<file path="src/rtl/smac_sequencer_if.sv">
// Plane fetch bus between the S-MAC sequencer and the plane memory.
// The master issues plane_req with a bit/chunk/slot address; the slave acks.
interface smac_sequencer_if #(
    parameter int AW = 3,
    parameter int WW = 2,
    parameter int CW = 6
);
    logic          plane_req;
    logic          plane_ack;
    logic [AW-1:0] a_bit;
    logic [WW-1:0] w_bit;
    logic [CW-1:0] chunk_idx;
    logic [1:0]    slot_idx;

    modport master (
        output plane_req, a_bit, w_bit, chunk_idx, slot_idx,
        input  plane_ack
    );

    modport slave (
        input  plane_req, a_bit, w_bit, chunk_idx, slot_idx,
        output plane_ack
    );
endinterface

</file>
<file path="src/rtl/smac_sequencer.sv">
// Control sequencer for one bit-serial S-MAC datapath.
// Optional stall counter enabled by defining SMAC_SEQ_STALL_CNT_EN.
module smac_sequencer #(
    parameter int M   = 16,
    parameter int Pa  = 8,
    parameter int Pw  = 4,
    parameter int MNO = 288,
    parameter int CW  = $clog2(MNO / M) + 1
) (
    input  logic          clk,
    input  logic          rst_n,
    input  logic          start,
    input  logic [CW-1:0] cfg_chunks,
    input  logic [1:0]    cfg_slots,
    output logic          busy,
    output logic          done,
    smac_sequencer_if.master pl,
    output logic          w_en_a,
    output logic          w_en_w,
    output logic          w_en_br,
    output logic          MSB_a,
    output logic          w_en_ac1,
    output logic          s_en_ac1,
    output logic          cl_en_ac1,
    output logic          MSB_w,
    output logic          w_en_neg,
    output logic          valid_ac2,
    output logic          s_en_ac2,
    output logic          cl_en_ac2,
    output logic [1:0]    sel_ac2_ac3,
    output logic          valid_ac3,
    output logic          cl_en_ac3,
    output logic          out_valid,
    output logic [1:0]    out_slot,
    output logic [15:0]   stall_cnt
);
    localparam int AW  = $clog2(Pa);
    localparam int WW  = $clog2(Pw);
    localparam int NCH = MNO / M;
    localparam logic [AW-1:0] A_MSB = AW'(Pa - 1);
    localparam logic [WW-1:0] W_MSB = WW'(Pw - 1);

    typedef enum logic [1:0] {IDLE, ISSUE, DRAIN} state_e;

    typedef struct packed {
        logic [AW-1:0] a;
        logic [WW-1:0] w;
        logic [CW-1:0] c;
        logic [1:0]    s;
    } tok_t;

    state_e          state_q, state_d;
    logic [CW-1:0]   chunks_q, chunks_d;
    logic [1:0]      slots_q, slots_d;
    tok_t            addr_q, addr_d;
    logic [6:1]      v_q, v_d;
    tok_t [5:1]      t_q, t_d;
    logic [1:0]      s6_q, s6_d;
    logic [1:0]      sel_q, sel_d;
    logic            accept, last;

    assign accept = pl.plane_req && pl.plane_ack;
    assign last   = (addr_q.a == '0) && (addr_q.w == '0) &&
                    (addr_q.c == chunks_q - 1'b1) && (addr_q.s == slots_q);

    always_comb begin
        state_d  = state_q;
        chunks_d = chunks_q;
        slots_d  = slots_q;
        addr_d   = addr_q;
        done     = 1'b0;
        unique case (state_q)
            IDLE: begin
                if (start) begin
                    chunks_d = cfg_chunks;
                    slots_d  = cfg_slots;
                    addr_d   = '{a: A_MSB, w: W_MSB, c: '0, s: '0};
                    state_d  = ISSUE;
                end
            end
            ISSUE: begin
                if (accept) begin
                    if (last) state_d = DRAIN;
                    // innermost a_bit, then w_bit, then chunk, then slot
                    addr_d.a = (addr_q.a == '0) ? A_MSB : addr_q.a - 1'b1;
                    if (addr_q.a == '0) begin
                        addr_d.w = (addr_q.w == '0) ? W_MSB : addr_q.w - 1'b1;
                        if (addr_q.w == '0) begin
                            if (addr_q.c == chunks_q - 1'b1) begin
                                addr_d.c = '0;
                                addr_d.s = addr_q.s + 1'b1;
                            end else begin
                                addr_d.c = addr_q.c + 1'b1;
                            end
                        end
                    end
                end
            end
            DRAIN: begin
                if (v_q == '0) begin
                    done    = 1'b1;
                    state_d = IDLE;
                end
            end
            default: state_d = IDLE;
        endcase
    end

    // Token pipeline: later stages only see tokens that finish a word.
    always_comb begin
        v_d[1] = accept;
        v_d[2] = v_q[1];
        v_d[3] = v_q[2] && (t_q[2].a == '0);
        v_d[4] = v_q[3];
        v_d[5] = v_q[4] && (t_q[4].w == '0);
        v_d[6] = v_q[5] && (t_q[5].c == chunks_q - 1'b1);
        t_d[1] = addr_q;
        t_d[2] = t_q[1];
        t_d[3] = t_q[2];
        t_d[4] = t_q[3];
        t_d[5] = t_q[4];
        s6_d   = t_q[5].s;
        sel_d  = sel_q;
        if (v_q[4])      sel_d = t_q[4].s;
        else if (v_q[5]) sel_d = t_q[5].s;
    end

    always_ff @(posedge clk) begin
        if (!rst_n) begin
            state_q  <= IDLE;
            chunks_q <= '0;
            slots_q  <= '0;
            addr_q   <= '0;
            v_q      <= '0;
            t_q      <= '0;
            s6_q     <= '0;
            sel_q    <= '0;
        end else begin
            state_q  <= state_d;
            chunks_q <= chunks_d;
            slots_q  <= slots_d;
            addr_q   <= addr_d;
            v_q      <= v_d;
            t_q      <= t_d;
            s6_q     <= s6_d;
            sel_q    <= sel_d;
        end
    end

    assign busy         = (state_q != IDLE);
    assign pl.plane_req = (state_q == ISSUE);
    assign pl.a_bit     = addr_q.a;
    assign pl.w_bit     = addr_q.w;
    assign pl.chunk_idx = addr_q.c;
    assign pl.slot_idx  = addr_q.s;

    assign w_en_a      = accept;
    assign w_en_w      = accept;
    assign w_en_br     = v_q[1];
    assign MSB_a       = v_q[1] && (t_q[1].a == A_MSB);
    assign w_en_ac1    = v_q[2];
    assign cl_en_ac1   = v_q[2] && (t_q[2].a == A_MSB);
    assign s_en_ac1    = v_q[2] && (t_q[2].a != A_MSB);
    assign w_en_neg    = v_q[3];
    assign MSB_w       = v_q[3] && (t_q[3].w == W_MSB);
    assign valid_ac2   = v_q[4];
    assign cl_en_ac2   = v_q[4] && (t_q[4].w == W_MSB);
    assign s_en_ac2    = v_q[4] && (t_q[4].w != W_MSB);
    assign valid_ac3   = v_q[5];
    assign cl_en_ac3   = v_q[5] && (t_q[5].c == '0);
    assign out_valid   = v_q[6];
    assign out_slot    = v_q[6] ? s6_q : 2'b00;
    assign sel_ac2_ac3 = sel_d;

`ifdef SMAC_SEQ_STALL_CNT_EN
    logic [15:0] stall_q, stall_d;

    always_comb begin
        stall_d = stall_q;
        if (state_q == IDLE && start) begin
            stall_d = '0;
        end else if (pl.plane_req && !pl.plane_ack && stall_q != 16'hFFFF) begin
            stall_d = stall_q + 1'b1;
        end
    end

    always_ff @(posedge clk) begin
        if (!rst_n) stall_q <= '0;
        else        stall_q <= stall_d;
    end

    assign stall_cnt = stall_q;
`else
    assign stall_cnt = '0;
`endif

    always_ff @(posedge clk) begin
        if (rst_n) begin
            assert (!(v_q[4] && v_q[5] && t_q[4].s != t_q[5].s))
                else $error("ac2/ac3 slot select collision");
            assert (!(state_q == IDLE && start) ||
                    (cfg_chunks != '0 && cfg_chunks <= CW'(NCH)))
                else $error("cfg_chunks out of range");
        end
    end
endmodule

</file>
<file path="src/flat_wrapper.sv">
// flat-port wrapper written by rule: the top's interface ports become plain ports
module smac_sequencer_flat 
#(
    parameter int M   = 16,
    parameter int Pa  = 8,
    parameter int Pw  = 4,
    parameter int MNO = 288,
    parameter int CW  = $clog2(MNO / M) + 1
)
  (clk, rst_n, start, cfg_chunks, cfg_slots, busy, done, w_en_a, w_en_w, w_en_br, MSB_a, w_en_ac1, s_en_ac1, cl_en_ac1, MSB_w, w_en_neg, valid_ac2, s_en_ac2, cl_en_ac2, sel_ac2_ac3, valid_ac3, cl_en_ac3, out_valid, out_slot, stall_cnt, pl_plane_req, pl_a_bit, pl_w_bit, pl_chunk_idx, pl_slot_idx, pl_plane_ack);
  smac_sequencer_if #(.AW(($clog2(Pa))), .WW(($clog2(Pw))), .CW(CW)) pl_i ();
  input  logic clk;
  input  logic rst_n;
  input  logic start;
  input  logic [CW-1:0] cfg_chunks;
  input  logic [1:0] cfg_slots;
  output logic busy;
  output logic done;
  output logic w_en_a;
  output logic w_en_w;
  output logic w_en_br;
  output logic MSB_a;
  output logic w_en_ac1;
  output logic s_en_ac1;
  output logic cl_en_ac1;
  output logic MSB_w;
  output logic w_en_neg;
  output logic valid_ac2;
  output logic s_en_ac2;
  output logic cl_en_ac2;
  output logic [1:0] sel_ac2_ac3;
  output logic valid_ac3;
  output logic cl_en_ac3;
  output logic out_valid;
  output logic [1:0] out_slot;
  output logic [15:0] stall_cnt;
  output wire logic [$bits(pl_i.plane_req)-1:0] pl_plane_req;
  output wire logic [$bits(pl_i.a_bit)-1:0] pl_a_bit;
  output wire logic [$bits(pl_i.w_bit)-1:0] pl_w_bit;
  output wire logic [$bits(pl_i.chunk_idx)-1:0] pl_chunk_idx;
  output wire logic [$bits(pl_i.slot_idx)-1:0] pl_slot_idx;
  input wire logic [$bits(pl_i.plane_ack)-1:0] pl_plane_ack;
  assign pl_plane_req = pl_i.plane_req;
  assign pl_a_bit = pl_i.a_bit;
  assign pl_w_bit = pl_i.w_bit;
  assign pl_chunk_idx = pl_i.chunk_idx;
  assign pl_slot_idx = pl_i.slot_idx;
  assign pl_i.plane_ack = pl_plane_ack;
  smac_sequencer #(.M(M), .Pa(Pa), .Pw(Pw), .MNO(MNO), .CW(CW)) u_core (.clk(clk), .rst_n(rst_n), .start(start), .cfg_chunks(cfg_chunks), .cfg_slots(cfg_slots), .busy(busy), .done(done), .pl(pl_i), .w_en_a(w_en_a), .w_en_w(w_en_w), .w_en_br(w_en_br), .MSB_a(MSB_a), .w_en_ac1(w_en_ac1), .s_en_ac1(s_en_ac1), .cl_en_ac1(cl_en_ac1), .MSB_w(MSB_w), .w_en_neg(w_en_neg), .valid_ac2(valid_ac2), .s_en_ac2(s_en_ac2), .cl_en_ac2(cl_en_ac2), .sel_ac2_ac3(sel_ac2_ac3), .valid_ac3(valid_ac3), .cl_en_ac3(cl_en_ac3), .out_valid(out_valid), .out_slot(out_slot), .stall_cnt(stall_cnt));
endmodule
</file>
<file path="config.mk">
export PLATFORM = sky130hd
export DESIGN_NAME = smac_sequencer_flat
export DESIGN_NICKNAME = d
export VERILOG_FILES = /design/src/rtl/smac_sequencer_if.sv /design/src/rtl/smac_sequencer.sv /design/src/flat_wrapper.sv
export SDC_FILE = /design/constraint.sdc
export NUM_CORES = 1
export LEC_CHECK = 0
export ABC_CLOCK_PERIOD_IN_PS = 2400
export CELL_PAD_IN_SITES_DETAIL_PLACEMENT = 0
export CELL_PAD_IN_SITES_GLOBAL_PLACEMENT = 1
export CORE_MARGIN = 10
export CORE_UTILIZATION = 40
export DETAILED_ROUTE_END_ITERATION = 7
export PLACE_DENSITY = 0.81
export SYNTH_ARGS = -nofsm -noshare
export SYNTH_HDL_FRONTEND = slang
export SYNTH_SLANG_ARGS = --single-unit
</file>
<file path="constraint.sdc">
create_clock -name clk -period 2.4 [get_ports clk]
set_input_delay 0.24 -clock clk [delete_from_list [all_inputs] [get_ports clk]]
set_output_delay 0.24 -clock clk [all_outputs]
set_load 0.1 [all_outputs]
</file>
==> summary.txt <==
Floorplan
  – Die Width: about 110 µm
  – Io pins: 63
  – Chip Height: between 100 and 150 µm
  – Core ar.: roughly 8600 µm²
  – Die footprint: 12980 µm²
  – Starting Density: 40.87%
  – Std cell rows: 34

Finish
  – Non-Filler Instances: 511
  – Layout cell share with drive strength beyond 1: 18.61%
  – Ant diodes: 0
  – Layout Area Growth over Synthesis: 16.87%
  – # nets final: 415

Global routing
  – Gr ovfl total: 0
  – Number of global-route vias before repair: 2336
  – Initial antenna violation count: 0
  – First-pass GRT wire length: 11830 µm
  – Largest net degree at the start of global routing: 32
  – Total GRT Usage: between 10% and 20%

Clock tree
  – TritonCTS clock tree: built
  – Gates resized, CTS repair: 0
  – Clock root cell: clkbuf_8
  – Setup Fix Bufs, Post-CTS: 0
  – CTS sink cnt: 87
  – CTS Buf Count: 9
  – Worst-Skew Late Latency: between 0.3 and 0.4 ns
  – Total number of H-tree levels: 3
  – CTS max path bufs: 2
  – Clock transition at the registers of the reported paths: 0.09 ns
  – CTS Hold Bufs: 0

Synth
  – Post-synthesis sequential area ratio: 49.34%
  – Synth unique cells: about 50
  – Ys flop type: dfxtp_1
  – Synth area leader: dfxtp_1
  – Synth Area per Inst: 9.724 µm²
  – Top-area cell type share of the netlist area: about half
  – Synth Warn #: 0
  – Ys async rst share: 0%
  – Most common cell in the netlist: dfxtp_1
  – Synthesized instance count: 363
  – Post-Syn Area: between 3000 and 4000 µm²
  – Number of synthesized flops with an enable pin: 0
  – Area contributors post-synth: dfxtp_1 49%, and2_1 10%, buf_4 6.6%
  – Yosys reg bits: 87
  – Commonest cells in the netlist: 87 x dfxtp_1, 58 x and2_1, 33 x nand2_1

Critical path
  – Levels on crit path: 4
  – CP Launch Point: u_core.state_q[0]
  – Slowest-stage cell, CP: dfxtp_1
  – Reg2Reg Depth: 7
  – Critical path buffers and inverters: 2
  – CP startpoint kind: flip-flop
  – Crit path capture type: output port
  – FF-to-FF Start: u_core.chunks_q[0]
  – Crit path arrival time: roughly 1.9 ns
  – Crit path largest cell delay: a little over 0.5 ns
  – Worst Path Max Fanout: 17
  – CP Class: flip-flop to output port
  – Crit-path leading delay family: simple AND/OR/NAND/NOR gates
  – Critical path data required time: 2.16 ns
  – Crit-path cells: nand2b_2 > inv_2 > and2_1 > buf_12

Routing
  – Vias: 2409
  – WL/cell: 14.13 µm
  – Routed WL: approximately 7200 µm
  – Via density: 4.714
  – Drc violations: 0
  – DRT iter0 DRCs: 102
  – Post-detailed-route count of antenna-violating nets: 0
  – DRT Pass-1 Iters: 4

Run
  – Max cap viols: 0

Timing
  – Fin crit share: 90.47%
  – RSZ-0062 raised after global routing: no
  – Min cycle time layout: 2.171 ns
  – Final Hold Viols: 0
  – Final setup viols: 0
  – Max Clock Skew: 0.007171 ns
  – Slew of the pin with the lowest slew margin: 0.5439 ns
  – Setup TNS: 0 ns
  – FMAX: around 460 MHz
  – Slew margin rel.: 63.58%
  – Fin. max-slew vios: 0

Hold path
  – Hold depth: 3
  – Min-Delay Startpoint: cfg_slots[0]
  – Hold crit path type: input port to flip-flop

Power and ir drop
  – Total power: just over 3 mW
  – Peak VDD IR: 0.3073 mV
  – LEAKAGE: 1.747 nW
  – PwrDens: 744.0 nW/µm²

Placed design
  – Port Buffer Count: 46
  – Routability cong.: roughly 0.82
  – Post-detail-place hpwl: about 5200 µm
  – Cells after DPL: 495

Run status
  – Run status: complete, no violations
layout by cell type (no fill, tap or decap), types with 10 or more instances in the layout:
cell type        instances
a21oi_1                 11
clkbuf_8                10
nor2_1                  14
dfxtp_1                 87
buf_4                   39
and2_1                  58
xnor2_1                 14
conb_1                  16
inv_1                   10
clkdlybuf4s50_1         11
nand2_1                 33
cells by family (layout without fill, tap and decap cells):
kind of cell | count (synthesis) | count (layout) | synth area share, %
compound gates | 37 | 37 | 7.054
buf+inv | 55 | 80 | 9.358
other cells | 1 | 16 | 0.1062
xor+xnor | 23 | 23 | 6.593
mux | 2 | 2 | 0.5672
flops | 87 | 87 | 49.34
fa+ha+maj | 5 | 5 | 1.772
simple gates | 153 | 153 | 25.20
worst min-delay path, cell delays in order:
cell and delay [ns]:
clkdlybuf4s50_1 0.39, nand2_1 0.05, a21oi_1 0.05
layout make-up:
class                           count  area (µm²)
Inverter                           11       41.29
Sequential cell                    87        1742
Tap cell                          108       135.1
Clock buffer                       10       137.6
Timing Repair Buffer               53       462.9
Clock inverter                      6       67.56
Fill cell                         852        4511
Multi-Input combinational cell    236        1539
report_power, final:
group	internal (mW)	switching, mW
Sequential	1.48	0.0348
Clock	0.515	0.521
Combinational	0.142	0.381
final timing paths:
kind	to	slack [ns]
worst max-delay path	w_en_a	0.23
worst min-delay path	u_core.slots_q[0]	0.42
worst max register to register	u_core.pl.slot_idx[1]	0.29
worst min register to register	u_core.v_q[3]	0.43
state kept, by name (all words and copies together) (netlist names):
register             cells
u_core.t_d              46
u_core.chunks_q          6
u_core.pl.chunk_idx      6
u_core.t_q               6
u_core.v_q               6
u_core.pl.a_bit          3
u_core.pl.slot_idx       2
u_core.pl.w_bit          2
u_core.s6_d              2
u_core.s6_q              2
u_core.sel_q             2
u_core.slots_q           2
u_core.state_q           2
layer usage:
layer / track usage [%] / vias to the layer above / routed length [µm]
met2: 16.82 / 57 / 3304
met4: 6.266 / 0 / 138
met5: 0 / - / 0
met3: 2.835 / 9 / 374
li1: - / 1239 / -
met1: 14.72 / 1104 / 3405
through the flow:
stage / setup WS, ns / instance area [µm²] / hold WS [ns] / utilization, %
final: 0.2286 / 4125 / 0.4236 / 47.77
after global routing: 0.005382 / 4125 / 0.4087 / 47.77
after CTS: 0.2145 / 4125 / 0.4044 / 47.77
after detailed placement: 0.3417 / 3920 / 0.4160 / 45.39
after global placement: 0.4120 / 3920 / 0.4079 / 45.39
after floorplan: 0.03126 / 3612 / 0.3760 / -
Note: power is estimated with default switching activity, not from simulation.
